File: src/rtl/password_verify_if.sv
// Handshake bundle between the board I/O and the password verifier:
// raw buttons and master code in, entry digits and lock status out.
interface password_verify_if;
    logic        btnL;
    logic        btnR;
    logic        btnU;
    logic        btnD;
    logic        btnC;
    logic [13:0] master_password;
    logic [3:0]  digit0;
    logic [3:0]  digit1;
    logic [3:0]  digit2;
    logic [3:0]  digit3;
    logic [1:0]  selected_digit;
    logic [13:0] entered_password;
    logic        unlocked;
    logic        locked_out;
    logic        fail_pulse;
    logic [2:0]  attempts_left;

    modport master (
        output btnL, btnR, btnU, btnD, btnC, master_password,
        input  digit0, digit1, digit2, digit3, selected_digit, entered_password,
        input  unlocked, locked_out, fail_pulse, attempts_left
    );

    modport slave (
        input  btnL, btnR, btnU, btnD, btnC, master_password,
        output digit0, digit1, digit2, digit3, selected_digit, entered_password,
        output unlocked, locked_out, fail_pulse, attempts_left
    );
endinterface

File: src/rtl/password_verify.sv
// Four-digit code entry and verification against the master password,
// with limited attempts followed by a timed lockout.
module password_verify #(
    parameter int MAX_ATTEMPTS   = 3,
    parameter int LOCKOUT_CYCLES = 500000000
) (
    input  logic             basys_clk,
    input  logic             reset_n,
    password_verify_if.slave bus
);

    typedef enum logic [1:0] {ENTRY, CHECK, UNLOCKED, LOCKOUT} state_t;

    localparam logic [2:0]  ATTEMPTS_INIT = 3'(MAX_ATTEMPTS);
    localparam logic [31:0] LOCKOUT_LAST  = 32'(LOCKOUT_CYCLES - 1);

    function automatic logic [3:0] digit_inc(input logic [3:0] d);
        return (d == 4'd9) ? 4'd0 : d + 4'd1;
    endfunction

    function automatic logic [3:0] digit_dec(input logic [3:0] d);
        return (d == 4'd0) ? 4'd9 : d - 4'd1;
    endfunction

    state_t      state, state_nxt;
    logic [4:0]  btn_raw;
    logic [4:0]  btn_sync_p0, btn_sync_p1, btn_hist_p2;
    logic [4:0]  evt;
    logic        ev_c, ev_u, ev_d, ev_l, ev_r;
    logic [3:0]  digit_q [4];
    logic [1:0]  sel_q;
    logic [2:0]  attempts_q;
    logic        fail_q;
    logic [31:0] lock_cnt;
    logic [13:0] master_latch;
    logic [13:0] entered;
    logic        match;
    logic        relock;

    // Button synchronizer and rising-edge detection; bit order is C,U,D,L,R
    assign btn_raw = {bus.btnC, bus.btnU, bus.btnD, bus.btnL, bus.btnR};

    always_ff @(posedge basys_clk or negedge reset_n) begin
        if (!reset_n) begin
            btn_sync_p0 <= '0;
            btn_sync_p1 <= '0;
            btn_hist_p2 <= '0;
        end else begin
            btn_sync_p0 <= btn_raw;
            btn_sync_p1 <= btn_sync_p0;
            btn_hist_p2 <= btn_sync_p1;
        end
    end

    assign evt  = btn_sync_p1 & ~btn_hist_p2;
    assign ev_c = evt[4];
    assign ev_u = evt[3] & ~evt[4];
    assign ev_d = evt[2] & ~|evt[4:3];
    assign ev_l = evt[1] & ~|evt[4:2];
    assign ev_r = evt[0] & ~|evt[4:1];

    assign entered = 14'(digit_q[3]) * 14'd1000 + 14'(digit_q[2]) * 14'd100
                   + 14'(digit_q[1]) * 14'd10   + 14'(digit_q[0]);

    // Codes of 10000 and above cannot be typed, so they must never match
    assign match  = (bus.master_password < 14'd10000) && (entered == bus.master_password);
    assign relock = ev_c || (bus.master_password != master_latch);

    always_ff @(posedge basys_clk or negedge reset_n) begin
        if (!reset_n) state <= ENTRY;
        else          state <= state_nxt;
    end

    always_comb begin
        state_nxt = state;
        case (state)
            ENTRY:    if (ev_c) state_nxt = CHECK;
            CHECK:    begin
                if (match)                 state_nxt = UNLOCKED;
                else if (attempts_q > 3'd1) state_nxt = ENTRY;
                else                       state_nxt = LOCKOUT;
            end
            UNLOCKED: if (relock) state_nxt = ENTRY;
            LOCKOUT:  if (lock_cnt == LOCKOUT_LAST) state_nxt = ENTRY;
            default:  state_nxt = ENTRY;
        endcase
    end

    always_comb begin
        bus.unlocked   = (state == UNLOCKED);
        bus.locked_out = (state == LOCKOUT);
    end

    always_ff @(posedge basys_clk or negedge reset_n) begin
        if (!reset_n) begin
            for (int i = 0; i < 4; i++) digit_q[i] <= '0;
            sel_q        <= '0;
            attempts_q   <= ATTEMPTS_INIT;
            fail_q       <= 1'b0;
            lock_cnt     <= '0;
            master_latch <= '0;
        end else begin
            fail_q <= 1'b0;
            case (state)
                ENTRY: begin
                    if (ev_u)      digit_q[sel_q] <= digit_inc(digit_q[sel_q]);
                    else if (ev_d) digit_q[sel_q] <= digit_dec(digit_q[sel_q]);
                    else if (ev_l) sel_q <= sel_q + 2'd1;
                    else if (ev_r) sel_q <= sel_q - 2'd1;
                end
                CHECK: begin
                    master_latch <= bus.master_password;
                    if (match) begin
                        attempts_q <= ATTEMPTS_INIT;
                    end else if (attempts_q > 3'd1) begin
                        attempts_q <= attempts_q - 3'd1;
                        fail_q     <= 1'b1;
                        for (int i = 0; i < 4; i++) digit_q[i] <= '0;
                        sel_q      <= '0;
                    end else begin
                        attempts_q <= '0;
                        fail_q     <= 1'b1;
                        lock_cnt   <= '0;
                    end
                end
                UNLOCKED: begin
                    if (relock) begin
                        for (int i = 0; i < 4; i++) digit_q[i] <= '0;
                        sel_q <= '0;
                    end
                end
                LOCKOUT: begin
                    lock_cnt <= lock_cnt + 32'd1;
                    if (lock_cnt == LOCKOUT_LAST) begin
                        attempts_q <= ATTEMPTS_INIT;
                        lock_cnt   <= '0;
                        for (int i = 0; i < 4; i++) digit_q[i] <= '0;
                        sel_q      <= '0;
                    end
                end
                default: ;
            endcase
        end
    end

    assign bus.digit0           = digit_q[0];
    assign bus.digit1           = digit_q[1];
    assign bus.digit2           = digit_q[2];
    assign bus.digit3           = digit_q[3];
    assign bus.selected_digit   = sel_q;
    assign bus.entered_password = entered;
    assign bus.fail_pulse       = fail_q;
    assign bus.attempts_left    = attempts_q;

endmodule

File: src/flat_wrapper.sv
// flat-port wrapper written by rule: the top's interface ports become plain ports
module password_verify_flat 
#(
    parameter int MAX_ATTEMPTS   = 3,
    parameter int LOCKOUT_CYCLES = 500000000
)
  (basys_clk, reset_n, bus_btnL, bus_btnR, bus_btnU, bus_btnD, bus_btnC, bus_master_password, bus_digit0, bus_digit1, bus_digit2, bus_digit3, bus_selected_digit, bus_entered_password, bus_unlocked, bus_locked_out, bus_fail_pulse, bus_attempts_left);
  password_verify_if bus_i ();
  input  logic basys_clk;
  input  logic reset_n;
  input wire logic [$bits(bus_i.btnL)-1:0] bus_btnL;
  input wire logic [$bits(bus_i.btnR)-1:0] bus_btnR;
  input wire logic [$bits(bus_i.btnU)-1:0] bus_btnU;
  input wire logic [$bits(bus_i.btnD)-1:0] bus_btnD;
  input wire logic [$bits(bus_i.btnC)-1:0] bus_btnC;
  input wire logic [$bits(bus_i.master_password)-1:0] bus_master_password;
  output wire logic [$bits(bus_i.digit0)-1:0] bus_digit0;
  output wire logic [$bits(bus_i.digit1)-1:0] bus_digit1;
  output wire logic [$bits(bus_i.digit2)-1:0] bus_digit2;
  output wire logic [$bits(bus_i.digit3)-1:0] bus_digit3;
  output wire logic [$bits(bus_i.selected_digit)-1:0] bus_selected_digit;
  output wire logic [$bits(bus_i.entered_password)-1:0] bus_entered_password;
  output wire logic [$bits(bus_i.unlocked)-1:0] bus_unlocked;
  output wire logic [$bits(bus_i.locked_out)-1:0] bus_locked_out;
  output wire logic [$bits(bus_i.fail_pulse)-1:0] bus_fail_pulse;
  output wire logic [$bits(bus_i.attempts_left)-1:0] bus_attempts_left;
  assign bus_i.btnL = bus_btnL;
  assign bus_i.btnR = bus_btnR;
  assign bus_i.btnU = bus_btnU;
  assign bus_i.btnD = bus_btnD;
  assign bus_i.btnC = bus_btnC;
  assign bus_i.master_password = bus_master_password;
  assign bus_digit0 = bus_i.digit0;
  assign bus_digit1 = bus_i.digit1;
  assign bus_digit2 = bus_i.digit2;
  assign bus_digit3 = bus_i.digit3;
  assign bus_selected_digit = bus_i.selected_digit;
  assign bus_entered_password = bus_i.entered_password;
  assign bus_unlocked = bus_i.unlocked;
  assign bus_locked_out = bus_i.locked_out;
  assign bus_fail_pulse = bus_i.fail_pulse;
  assign bus_attempts_left = bus_i.attempts_left;
  password_verify #(.MAX_ATTEMPTS(MAX_ATTEMPTS), .LOCKOUT_CYCLES(LOCKOUT_CYCLES)) u_core (.basys_clk(basys_clk), .reset_n(reset_n), .bus(bus_i));
endmodule
File: config.mk
export PLATFORM = sky130hd
export DESIGN_NAME = password_verify_flat
export DESIGN_NICKNAME = d
export VERILOG_FILES = /design/src/rtl/password_verify_if.sv /design/src/rtl/password_verify.sv /design/src/flat_wrapper.sv
export SDC_FILE = /design/constraint.sdc
export NUM_CORES = 1
export LEC_CHECK = 0
export BUFFER_PORTS_ARGS = -buffer_cell sky130_fd_sc_hd__buf_2
export CORE_ASPECT_RATIO = 0.75
export CORE_MARGIN = 4
export CORE_UTILIZATION = 56
export CTS_BUF_LIST = sky130_fd_sc_hd__clkbuf_4
export CTS_CLUSTER_SIZE = 28
export DETAILED_ROUTE_END_ITERATION = 6
export MAX_ROUTING_LAYER = met4
export PLACE_DENSITY = 0.86
export SKIP_CTS_REPAIR_TIMING = 1
export SYNTH_ARGS = -nofsm -noshare
export SYNTH_HDL_FRONTEND = slang
export SYNTH_SLANG_ARGS = --single-unit
File: constraint.sdc
create_clock -name basys_clk -period 5.55 [get_ports basys_clk]
set_input_delay 1.11 -clock basys_clk [delete_from_list [all_inputs] [get_ports basys_clk]]
set_output_delay 1.11 -clock basys_clk [all_outputs]
set_load 0.01 [all_outputs]
==> results.json, run 1 <==
{
  "status": "finished with violations",
  "violations": "DRC, setup timing",
  "synth_warnings": 0,
  "power.density_nw_per_um2": 729,
  "dpl.cell_count": 914,
  "crit_path_cell_trace": "fa_2 > inv_1 > fa_1 > ha_4 > o21ai_1 > nand2b_1 > xnor2_1 > ha_1 > ha_4 > ha_4 > buf_6 > and3_1 > nor3b_1 > mux2i_1 > nand4_1 > xnor2_1 > buf_2",
  "ys_ff_latch": 85,
  "irDropWorstVdd_mv": 0.502,
  "die_y_um": 101,
  "async_flop_share_pct": 100,
  "cts_sinks": 85,
  "io_buffers": 58,
  "critPathMaxFanout": 9,
  "worst_slew_pin_slew_ps": 1070,
  "synth_simple_gate_area_share_pct": 19.3,
  "synthXorXnorAreaFrac_pct": 6.64,
  "fin_area_um2": 7430,
  "synth-seq-area-share_pct": 32.7,
  "clk_latency_ps": 480,
  "syn_area_um2": 6500,
  "rows": 33,
  "grt_max_degree": 86,
  "setup_viol": 5,
  "syn_nets": 824,
  "path_delay_family": "adder cells",
  "synth_compound_area_share_pct": 16.8,
  "p_leak_nw": 3.45,
  "grt_overflow_total": 0,
  "synthFlopType": "dfrtp_1",
  "maxCapViolations": 0,
  "vias": 5929,
  "first_global_vias": 5567,
  "yosysUniqueCellTypes": 62,
  "cp_slowest_stage_delay_ps": 640,
  "drt-total-wl_um": 17800,
  "cts_tree": "yes",
  "placed_cell_area_um2": 6960,
  "fp.coreArea_um2": 11100,
  "route.detailed.drc": 1,
  "die-area_um2": 13400,
  "synth_fa_ha_area_share_pct": 16.0,
  "min_path_type": "reg2reg",
  "antenna_found_initial": 0,
  "wl_per_cell_um": 18.8,
  "grtUsageTotal_pct": 26.2,
  "synth_edf_count": 0,
  "num_antenna_cells": 0,
  "finalCritPeriodShare_pct": 105,
  "finClkSkew_ps": 42.3,
  "holdWs_ps": 358,
  "hold_viol_final": 0,
  "start_kind": "flop",
  "initial_utilization_pct": 58.4,
  "ios": 59,
  "crit_buf_inv": 3,
  "critPathMostFrequentCell": "ha_4",
  "synthMuxAreaShare_pct": 2.77,
  "rsz0062_at_grt": "true",
  "area_delta_synth_final_pct": 14.2,
  "drt-vias-per-instance": 6.28,
  "critPathKind": "reg2out",
  "clkTransAtPathRegs_ps": 170,
  "clock_path_buffers": 2,
  "relSlewSlack_pct": 28.4,
  "htree_num_levels": 3,
  "final_nets": 893,
  "critPathCaptureType": "output pin",
  "slowest_stage": "fa_2",
  "cts-buffers-inserted": 9,
  "max_freq_mhz": 172,
  "maxSlewViolCount": 0,
  "drive_gt1_share_pct": 19.7,
  "routabilityCongestion": 0.951,
  "die_w_um": 132,
  "ant_nets": 0,
  "min_period_ps": 5830,
  "worst_slack_ps": -280,
  "synth_top_family_by_area": "simple AND/OR/NAND/NOR gates",
  "clock-root-buffer": "clkbuf_4",
  "dr.pass1.iters": 7,
  "required_ps": 4440,
  "synth_cells": 730,
  "fin_cells": 944,
  "grt_pass1_wl_um": 27500,
  "hpwlAfterDp_um": 12700,
  "drt-initial-drc-count": 589,
  "worstPathArrival_ps": 4720,
  "synth_area_per_cell_um2": 8.91
}
==> final timing paths <==
check                      cells after the start                                to  slack (ps)                              from
max in group asynchronous                      1  u_core.bus.digit0[0]$_DFFE_PN0P_        4020                           reset_n
hold reg to reg                                0   u_core.btn_hist_p2[3]$_DFF_PN0_         360   u_core.btn_sync_p1[3]$_DFF_PN0_
setup / recovery                              17          bus_entered_password[13]        -280  u_core.bus.digit3[3]$_DFFE_PN0P_
min in group asynchronous                      1   u_core.btn_hist_p2[3]$_DFF_PN0_         790                           reset_n
hold / removal                                 0   u_core.btn_hist_p2[3]$_DFF_PN0_         360   u_core.btn_sync_p1[3]$_DFF_PN0_
setup reg to reg                              22  u_core.bus.digit1[3]$_DFFE_PN0P_          40  u_core.bus.digit3[3]$_DFFE_PN0P_
==> placed cells by master, fill, tap and decap left out, drive strengths merged, types with 12 or more instances in the layout <==
master	instances
nand2	87
buf	84
dfrtp	83
inv	69
ha	56
nor2	53
o21ai	38
a21oi	34
nand3	28
xnor2	25
a31oi	21
xor2	19
a22oi	19
fa	17
nor2b	12
nor4	12
==> power breakdown <==
group | internal (mW) | switching [mW] | total, mW
registers | 0.826 | 0.279 | 1.10
clock network | 0.142 | 0.226 | 0.368
logic | 1.73 | 2.22 | 3.95
total | 2.70 | 2.72 | 5.42
==> stage by stage <==
step	utilization, %	power (mW)	worst slack [ps]	TNS (ps)
after CTS	63.6	4.78	-492	-2140
after floorplan	-	3.39	9.98	0
final	66.6	5.42	-280	-739
after global placement	62.4	4.27	176	0
after detailed placement	62.4	4.39	5.17	0
after global routing	66.6	5.77	-561	-7060
==> cell families (layout without fill, tap and decap cells) <==
family	Yosys count	count (layout)
compound gates	163	163
xor+xnor	46	46
fa+ha+maj	73	73
buf+inv	94	168
flops	85	85
mux	13	13
simple gates	256	256
==> cells in the mapped netlist (4+ instances only) <==
library cell  number  area share [%]
fa_1              17             5.2
a21o_1             8            0.92
nor2b_1           12             1.2
a21oi_1           34             2.6
nand4_1           11             1.1
or4_1              4            0.46
buf_2              4            0.31
a41oi_1            4            0.54
nand2b_1           5            0.48
mux2i_1            9             1.4
xnor2_1           25             3.4
nor4_1            11             1.1
or2_2              6            0.58
a211oi_1           6            0.69
o21ai_0           27             2.1
or3_1              8            0.77
xor2_1            19             2.6
o211ai_1          11             1.3
clkbuf_1          19             1.1
nor3_1            11            0.85
nand3_1           28             2.2
and2_1             5            0.48
mux4_2             4             1.4
ha_1              56              11
dfrtp_1           83              32
nor2_1            53             3.1
a22oi_1           19             2.2
nand2_1           87             5.0
inv_1             68             3.9
a31oi_1           21             2.0
o21a_1             4            0.46
o21ai_2           10             1.3
==> final cells by class <==
type | instances | area, um2
multi-input combinational | 551 | 4200
fill | 861 | 3720
sequential | 85 | 2130
timing repair buffer | 84 | 532
inverter | 68 | 255
tap | 140 | 175
clock buffer | 10 | 75.1
clock inverter | 6 | 62.6
==> routing by layer <==
layer | routed length (um) | up-vias | track usage (%) | part of all wire [%]
li1 | - | 2707 | - | -
met5 | 0 | - | - | 0
met2 | 8360 | 296 | 40.3 | 47
met1 | 7680 | 2880 | 35.3 | 43
met3 | 1350 | 46 | 5.71 | 7.6
met4 | 395 | 0 | 7.43 | 2.2
==> sequential cells by signal, indices dropped and copies added, names as in the netlist <==
signal                     count
u_core.lock_cnt               32
u_core.master_latch           14
u_core.btn_hist_p2             5
u_core.btn_sync_p0             5
u_core.btn_sync_p1             5
u_core.bus.digit0              4
u_core.bus.digit1              4
u_core.bus.digit2              4
u_core.bus.digit3              4
u_core.bus.attempts_left       3
u_core.bus.selected_digit      2
u_core.state                   2
u_core.bus.fail_pulse          1
(Power assumes the default switching activity.)
==> run 2: changes to the inputs <==
--- a/config.mk
+++ b/config.mk
@@ -9,7 +9,7 @@
 export CORE_ASPECT_RATIO = 0.75
 export CORE_MARGIN = 4
 export CORE_UTILIZATION = 56
-export CTS_BUF_LIST = sky130_fd_sc_hd__clkbuf_4
+export CTS_BUF_LIST = sky130_fd_sc_hd__clkbuf_2
 export CTS_CLUSTER_SIZE = 28
 export DETAILED_ROUTE_END_ITERATION = 6
 export MAX_ROUTING_LAYER = met4
==> results.json, run 2 (same netlist as run 1, synthesis figures left out) <==
{
  "internal_power_mw": 2.77,
  "clock-root-buffer": "clkbuf_2",
  "cts-buffers-inserted": 9,
  "relSlewSlack_pct": 28.5,
  "worst_slew_pin_slew_ps": 1070,
  "grt_pass1_wl_um": 27300,
  "finClkSkew_ps": 55.6,
  "cts_tree": "yes",
  "nFillCells": 852,
  "rows": 33,
  "wl_per_cell_um": 19.3,
  "routabilityCongestion": 0.951,
  "initial_utilization_pct": 58.4,
  "switching_share_pct": 50.3,
  "ios": 59,
  "drt-initial-drc-count": 613,
  "hold_viol_final": 0,
  "dr.pass1.iters": 6,
  "irDropWorstVdd_mv": 0.514,
  "start_kind": "flop",
  "vias": 6048,
  "mostFrequentLayoutCells": "nand2_1, dfrtp_1, inv_1",
  "min_path_type": "reg2reg",
  "p_comb_share_pct": 74.3,
  "critPathKind": "reg2out",
  "first_global_vias": 5596,
  "required_ps": 4440,
  "grtUsageTotal_pct": 25.9,
  "max_freq_mhz": 167,
  "final_common_cell": "nand2_1",
  "violations": "setup timing",
  "grt_max_degree": 86,
  "critPathCaptureType": "output pin",
  "setup_viol": 6,
  "die_y_um": 101,
  "min_period_ps": 5970,
  "io_buffers": 58,
  "ant_nets": 0,
  "rsz0062_at_grt": "true",
  "drive_gt1_share_pct": 20.7,
  "utilization_pct": 67.1,
  "clkPwrFrac_pct": 5.9,
  "maxCapViolations": 0,
  "finalCritPeriodShare_pct": 108,
  "top_regs": "u_core.lock_cnt: 32 flops, u_core.master_latch: 14 flops",
  "p_leak_nw": 3.48,
  "maxSlewViolCount": 0,
  "status": "finished with violations",
  "dp_worst_setup_slack_ps": 5.17,
  "cts_sinks": 85,
  "worstPathArrival_ps": 4860,
  "die_w_um": 132,
  "critPathMaxFanout": 4,
  "clkTransAtPathRegs_ps": 280,
  "num_antenna_cells": 0,
  "final_nets": 899,
  "largest_register_ffs": 32,
  "die-area_um2": 13400,
  "hpwlAfterDp_um": 12700,
  "power.density_nw_per_um2": 745,
  "drt-total-wl_um": 18300,
  "clock_path_buffers": 2,
  "power_mw": 5.58,
  "top_register": "u_core.lock_cnt",
  "drt-vias-per-instance": 6.37,
  "seqPwrFrac_pct": 19.8,
  "antenna_found_initial": 0,
  "route.detailed.drc": 0,
  "fp.coreArea_um2": 11100,
  "htree_num_levels": 3,
  "clk_latency_ps": 600,
  "worst_slack_ps": -422,
  "power.switching_mw": 2.80,
  "area_delta_synth_final_pct": 15.0,
  "grt_overflow_total": 0
}
## run 2: cell types whose count changed in the layout (fill, tap and decap cells not counted), sizes merged
cell / change
buf: +6
## run 2: layer usage
| layer | vias up | track usage (%) | share of wire [%] |
|---|---|---|---|
| met2 | 326 | 39.9 | 47 |
| met5 | - | - | 0 |
| met3 | 55 | 5.46 | 8.1 |
| met1 | 2942 | 35.1 | 42 |
| li1 | 2725 | - | - |
| met4 | 0 | 7.11 | 2.8 |
## run 2: cell type report
| type | instances | area [um2] | share of cell area, % |
|---|---|---|---|
| clock buffers | 10 | 50.0 | 0.669 |
| clock inverters | 6 | 62.6 | 0.836 |
| inverters | 68 | 255 | 3.41 |
| multi-input cells | 551 | 4230 | 56.5 |
| flip-flops and latches | 85 | 2130 | 28.5 |
| well taps | 140 | 175 | 2.34 |
| repair buffers | 90 | 581 | 7.76 |
## run 2: path summary, 6_finish.rpt
kind                                                  start                                to  slack, ps  cells after the start
hold reg to reg             u_core.btn_sync_p1[3]$_DFF_PN0_   u_core.btn_hist_p2[3]$_DFF_PN0_        350                      0
setup reg to reg           u_core.bus.digit3[3]$_DFFE_PN0P_  u_core.bus.digit1[3]$_DFFE_PN0P_         40                     22
min in group asynchronous                           reset_n   u_core.btn_hist_p2[3]$_DFF_PN0_        650                      1
hold / removal              u_core.btn_sync_p1[3]$_DFF_PN0_   u_core.btn_hist_p2[3]$_DFF_PN0_        350                      0
max in group asynchronous                           reset_n  u_core.bus.digit0[0]$_DFFE_PN0P_       4160                      1
setup / recovery           u_core.bus.digit3[3]$_DFFE_PN0P_          bus_entered_password[13]       -420                     17
## run 2: worst max-delay path: stages (launching register included)
cell and delay [ps]:
dfrtp_1 500, fa_2 640, fa_2 470, ha_4 240, nor2b_4 120, o21ai_1 150
nand2b_1 120, xnor2_1 140, ha_1 340, ha_4 290, ha_4 190, a21o_1 190
a21oi_2 170, buf_4 130, nand4bb_1 110, nand4_1 170, xnor2_1 140, buf_2 160
## run 2: power groups by stage
stage	sequential, mW	combinational, mW	clock, mW
after detailed placement	1.10	3.29	0
after floorplan	1.05	2.34	0
after global routing	1.14	4.44	0.358
after CTS	1.09	3.31	0.331
final	1.11	4.14	0.329
after global placement	1.08	3.19	0
## run 2: per-stage QoR
step                hold WS [ps]  instance area [um2]  setup TNS, ps  std cells
floorplan                    331                 6500              0        730
global placement             340                 6960              0        914
detailed placement           338                 6960              0        914
CTS                          383                 7070          -3190        930
global route                 396                 7480          -4960        950
finish                       348                 7480          -1780        950
